===== config.mk =====
export PLATFORM = sky130hd
export DESIGN_NAME = reg_write_arbiter
export DESIGN_NICKNAME = d
export VERILOG_FILES = /design/src/rtl/reg_arb_pkg.sv /design/src/rtl/rr_picker.sv /design/src/rtl/reg_write_arbiter.sv
export SDC_FILE = /design/constraint.sdc
export NUM_CORES = 1
export LEC_CHECK = 0
export ABC_AREA = 1
export ABC_CLOCK_PERIOD_IN_PS = 1430
export CAP_MARGIN = 20
export CORE_MARGIN = 2
export CORE_UTILIZATION = 25
export CTS_CLUSTER_SIZE = 16
export DETAILED_ROUTE_END_ITERATION = 7
export GPL_TIMING_DRIVEN = 0
export PLACE_DENSITY = 0.63
export SKIP_CTS_REPAIR_TIMING = 1
export SKIP_LAST_GASP = 1
export SYNTH_ARGS = -nofsm -noshare
export SYNTH_HDL_FRONTEND = slang
export SYNTH_SLANG_ARGS = --single-unit

===== constraint.sdc =====
create_clock -name clk -period 1.43 [get_ports clk]
set_input_delay 0.3575 -clock clk [delete_from_list [all_inputs] [get_ports clk]]
set_output_delay 0.3575 -clock clk [all_outputs]
set_load 0.005 [all_outputs]

===== src/rtl/reg_arb_pkg.sv =====
// Shared types and defaults for the round-robin shared-register write arbiter.
package reg_arb_pkg;

    typedef enum logic [1:0] {
        IDLE  = 2'd0,
        GRANT = 2'd1,
        ACK   = 2'd2
    } arb_state_t;

    localparam int N_REQ_DEF = 4;
    localparam int DW_DEF    = 8;

endpackage


===== src/rtl/rr_picker.sv =====
// Combinational round-robin picker: lowest requesting index at or above ptr, wrapping.
module rr_picker #(
    parameter int N_REQ = 4,
    parameter int PW    = $clog2(N_REQ)
) (
    input  logic [N_REQ-1:0] req,
    input  logic [PW-1:0]    ptr,
    output logic             valid,
    output logic [PW-1:0]    w
);

    int idx;

    // Scan offsets from farthest to nearest so the nearest hit overwrites the rest.
    always_comb begin
        valid = 1'b0;
        w     = '0;
        idx   = 0;
        for (int k = N_REQ - 1; k >= 0; k--) begin
            idx = int'(ptr) + k;
            if (idx >= N_REQ) idx = idx - N_REQ;
            if (req[idx]) begin
                valid = 1'b1;
                w     = PW'(idx);
            end
        end
    end

endmodule


===== src/rtl/reg_write_arbiter.sv =====
// Arbitrates N_REQ writers onto one shared register: IDLE -> GRANT -> ACK, round-robin.
module reg_write_arbiter
    import reg_arb_pkg::*;
#(
    parameter int N_REQ = N_REQ_DEF,
    parameter int DW    = DW_DEF
) (
    input  logic                clk,
    input  logic                rst,
    input  logic [N_REQ-1:0]    req,
    input  logic [N_REQ*DW-1:0] din,
    output logic [N_REQ-1:0]    gnt,
    output logic [N_REQ-1:0]    ack,
    output logic [DW-1:0]       q,
    output logic                busy
);

    localparam int PW = $clog2(N_REQ);

    arb_state_t       state, state_n;
    logic [PW-1:0]    ptr, ptr_n;
    logic [PW-1:0]    w_lat, w_lat_n;
    logic [N_REQ-1:0] gnt_n, ack_n;
    logic [DW-1:0]    q_n;
    logic             busy_n;
    logic             pick_valid;
    logic [PW-1:0]    pick_w;

    rr_picker #(.N_REQ(N_REQ), .PW(PW)) u_picker (
        .req   (req),
        .ptr   (ptr),
        .valid (pick_valid),
        .w     (pick_w)
    );

    always_ff @(posedge clk) begin
        if (rst) state <= IDLE;
        else     state <= state_n;
    end

    always_comb begin
        state_n = state;
        ptr_n   = ptr;
        w_lat_n = w_lat;
        gnt_n   = '0;
        ack_n   = '0;
        q_n     = q;
        busy_n  = 1'b0;
        unique case (state)
            IDLE: begin
                if (pick_valid) begin
                    state_n       = GRANT;
                    w_lat_n       = pick_w;
                    gnt_n[pick_w] = 1'b1;
                    busy_n        = 1'b1;
                end
            end
            GRANT: begin
                // Only the latched winner's request matters; dropping it aborts the write.
                if (req[w_lat]) begin
                    state_n      = ACK;
                    q_n          = din[int'(w_lat)*DW +: DW];
                    ack_n[w_lat] = 1'b1;
                    busy_n       = 1'b1;
                    ptr_n        = (w_lat == PW'(N_REQ - 1)) ? '0 : w_lat + 1'b1;
                end else begin
                    state_n = IDLE;
                end
            end
            ACK: begin
                state_n = IDLE;
            end
            default: state_n = IDLE;
        endcase
    end

    always_ff @(posedge clk) begin
        if (rst) begin
            ptr   <= '0;
            w_lat <= '0;
            gnt   <= '0;
            ack   <= '0;
            q     <= '0;
            busy  <= 1'b0;
        end else begin
            ptr   <= ptr_n;
            w_lat <= w_lat_n;
            gnt   <= gnt_n;
            ack   <= ack_n;
            q     <= q_n;
            busy  <= busy_n;
        end
    end

endmodule


==> impl.org <==
** Floorplanning
- Site row count :: 26
- Die Footprint :: 5840 um2
- Once the floorplan was initialized, standard cells occupied 25.8% of the core.
- The core region is 5070 um2.
- In this run the count of I/O pins placed on the die edge is 55.
- Die outline width :: 76.4 um
- Chip Height :: 76.4 um

** Power
- Cell internal power was estimated by the tool at 1.96 mW.
- The worst-case IR drop observed on VDD is 0.555 mV.
- In this run the power spent charging and discharging nets is 1.41 mW.
- Dividing total power by cell area gives a power density of 1530 nW/um2.
- The share of total power dissipated in the clock network is 11.7%.
- Leakage Power :: 1.28 nW
- Sequential share of power :: 28.7%
- Switching Share :: 41.8%
- Per report_power, the combinational group accounts for 59.6% of the total.

** GRT
- Congestion Overflow GR :: 0
- Total routing usage reported by global routing :: 11.8%
- The first global-routing pass estimated 5.71 mm of wire.
- The number of global-route vias before repair was 1317.
- Initial antenna violation count :: 0
- Maximum number of pins on one net before global-route repair :: 13

** Drt
- DRC violation total after the first TritonRoute iteration :: 38
- In the routed design, unresolved DRC markers number 0.
- Summed over all layers, the routed wires come to 3.56 mm.
- First-pass DRT Iterations :: 6
- Count of nets left with antenna violations after detail routing :: 0
- In the final routed layout, each cell accounts on average for 10.7 um.
- Vias per std cell :: 4.38
- Number of vias in the routed layout :: 1450

** Timing
- Peak Freq :: 0.733 GHz
- Once routing completed, OpenROAD measured the worst setup slack at 0.0654 ns.
- Setup repair after global routing could not meet its margin everywhere.
- After layout, the worst path uses 95.4% of the clock period.
- The total count of max-transition violations in the final report came to 0.
- Transition at the pin with the smallest max-transition slack :: 0.250 ns
- Final hold analysis gives a worst-case slack of 0.472 ns.
- The smallest clock period supported by the final layout is computed as 1.36 ns.
- Clock skew on the completed layout was measured at 0.00171 ns.
- Setup violations remaining at the end of the flow were counted as 0.
- The worst pin sits at a relative slew slack of 83.3%.
- The count of endpoints failing hold in the final timing report came to 0.
- Adding up every negative setup slack in the final design gives 0 ns.

** Yosys
- The synthesized netlist devotes 3.82% of its cell area to adder and majority cells.
- Summed over its instances, the top area cell type makes up 35.1% of the synthesized netlist area.
- Post-synthesis cell type with the largest combined area :: sky130_fd_sc_hd__dfxtp_1
- During synthesis, Yosys emitted a total of 0 warnings.
- Seq/Total Area, Yosys :: 35.1%
- Synthesized area :: 1310 um2
- After Yosys synthesis, and, or, nand and nor cells account for 36.9% of the synthesized area.
- The synthesized design contains 23 register bits.
- Ranking of synthesized cells by area :: sky130_fd_sc_hd__dfxtp_1 35%, sky130_fd_sc_hd__nor2_1 13%, sky130_fd_sc_hd__nand2_1 11%, sky130_fd_sc_hd__o21ai_0 6.9%, sky130_fd_sc_hd__inv_1 4.0%
- Post-Synth XOR/XNOR Area :: 0%
- After synthesis, the largest family of logic cells by area is simple AND/OR/NAND/NOR gates.
- After synthesis, the mean cell area works out to 6.72 um2.
- The number of different library cells used by synthesis comes to 22.
- Compound-gate portion of the synthesized area :: 14.9%
- Share of synthesized area spent on multiplexers :: 0%
- The cell count after synthesis came out at 195.
- Total nets after synthesis :: 237

** Critical path
- Critical path arrival :: 1.52 ns
- Register-to-Register Setup Slack :: 0.07 ns
- Beginning of the worst register-to-register path :: w_lat[0]
- Crit end category :: flip-flop
- Crit Path Max Fanout :: 11
- WP data required :: 1.59 ns
- Critical path launch point type :: flip-flop
- The worst setup path is of the reg -> reg kind.
- Worst Reg-to-Reg Cells :: 6
- Worst reg2reg path endpoint :: ptr[1]

** Clock tree
- CTS built an H-tree with a depth of 1.
- The tree is rooted in a sky130_fd_sc_hd__clkbuf_8.
- Total clock buffers created by CTS :: 3
- Clock latency on the worst-skew pair :: 0.26 ns
- Count of clock tree sinks :: 23
- Clock-pin slew was measured on the worst setup and hold paths at 0.08 ns.
- TritonCTS built the clock tree.
- Max Root-Sink Buffers :: 2

** Layout
- 0 antenna diodes ended up in the layout.
- In the layout the commonest cells are 44 x sky130_fd_sc_hd__nor2_1, 33 x sky130_fd_sc_hd__clkdlybuf4s50_1, 27 x sky130_fd_sc_hd__nand2_1.
- Area growth, synth to finish :: 68.1%
- Nets :: 304
- Proportion of layout cells with a drive suffix above 1 :: 23.4%
- Commonest non-fill, non-tap cell in the layout :: sky130_fd_sc_hd__nor2_1

** Placement
- Before CTS, the worst setup slack after placement is -0.395 ns.
- The HPWL after detailed placement is 2.70 mm.
- Routability-driven placement finished with a final weighted congestion of 0.736.
- During placement, the flow inserted port buffers numbering 54.

** Worst hold path
- Min-Delay Endpoint :: q[5]
- The worst hold path belongs to the class reg -> reg.
- Hold Path Stages :: 2
- Startpoint of the worst hold path :: q[5]

** Status
- The flow ran to the end, and the final reports show no timing, DRC or antenna violations.

** Flow run
- Max-cap viol count :: 0
-- cell families after synthesis --
family	count (synthesis)
AO/OA/AOI/OAI	36
AND/OR/NAND/NOR	105
flip-flops	23
adder cells (fa/ha/maj)	4
buffers and inverters	27
-- worst max-delay path, cell delays in order, from the launching register on --
cell and delay [ns]:
sky130_fd_sc_hd__dfxtp_4 0.37, sky130_fd_sc_hd__buf_6 0.14, sky130_fd_sc_hd__inv_2 0.12, sky130_fd_sc_hd__buf_4 0.20, sky130_fd_sc_hd__ha_1 0.24, sky130_fd_sc_hd__o21ai_1 0.14
sky130_fd_sc_hd__nor2_1 0.05
-- power groups by stage --
stage          clock (mW)  sequential, mW  combinational, mW
4_1_cts             0.416           0.936               1.75
2_1_floorplan           0           0.949               1.14
3_5_place_dp            0           0.950               1.75
5_1_grt             0.434           0.998               2.26
3_3_place_gp            0           0.942               1.74
6_report            0.396           0.968               2.01
-- worst max path at each step --
| stage | from | end | slack (ns) | depth (start not counted) |
|---|---|---|---|---|
| 4_1_cts | w_lat[0] | ptr[1] | -0.13 | 6 |
| 3_5_place_dp | req[3] | q[6] | -0.39 | 8 |
| 2_1_floorplan | w_lat[0] | ptr[1] | 0.09 | 6 |
| 6_report | w_lat[0] | ptr[1] | 0.07 | 6 |
| 5_1_grt | w_lat[0] | ptr[1] | -0.06 | 6 |
| 3_3_place_gp | req[3] | q[6] | -0.40 | 8 |
-- cell type report --
cell class / instances / area (um2)
Buffer: 6 / 51.3
Sequential cell: 23 / 474
Tap cell: 70 / 87.6
Clock buffer: 4 / 45.0
Fill cell: 555 / 2870
Inverter: 21 / 87.6
Multi-Input combinational cell: 145 / 792
Timing Repair Buffer: 62 / 667
-- registers in the layout, indices dropped and copies added, names as in the netlist --
signal and cells:
w_lat 2, ptr 2, q 8, ack 4, state 2, busy 1
gnt 4
-- Yosys cell counts (all sizes together) --
| library cell | n |
|---|---|
| nand2 | 47 |
| nor2 | 47 |
| o21ai | 26 |
| dfxtp | 23 |
| inv | 20 |
| nand3 | 10 |
| o22ai | 8 |
| buf | 5 |
| ha | 4 |
| o211ai | 2 |
| clkbuf | 1 |
| clkinv | 1 |
| nand3b | 1 |
-- through the flow --
step	power (mW)	util, %	std cells	area [um2]
2_1_floorplan	2.09	-	195	1310
3_3_place_gp	2.69	38.2	319	1940
3_5_place_dp	2.70	38.2	319	1940
4_1_cts	3.11	39.1	323	1980
5_1_grt	3.69	43.4	331	2200
6_report	3.37	43.4	331	2200
-- metal layers --
metal  vias up  wire length, um  track usage (%)
li1        753                -                -
met1       643             1550             13.6
met2        50             1700             20.7
met3         4              282             4.15
met4         0               21             2.73
met5         -                0                0
Note: power is estimated with default switching activity, not from simulation.
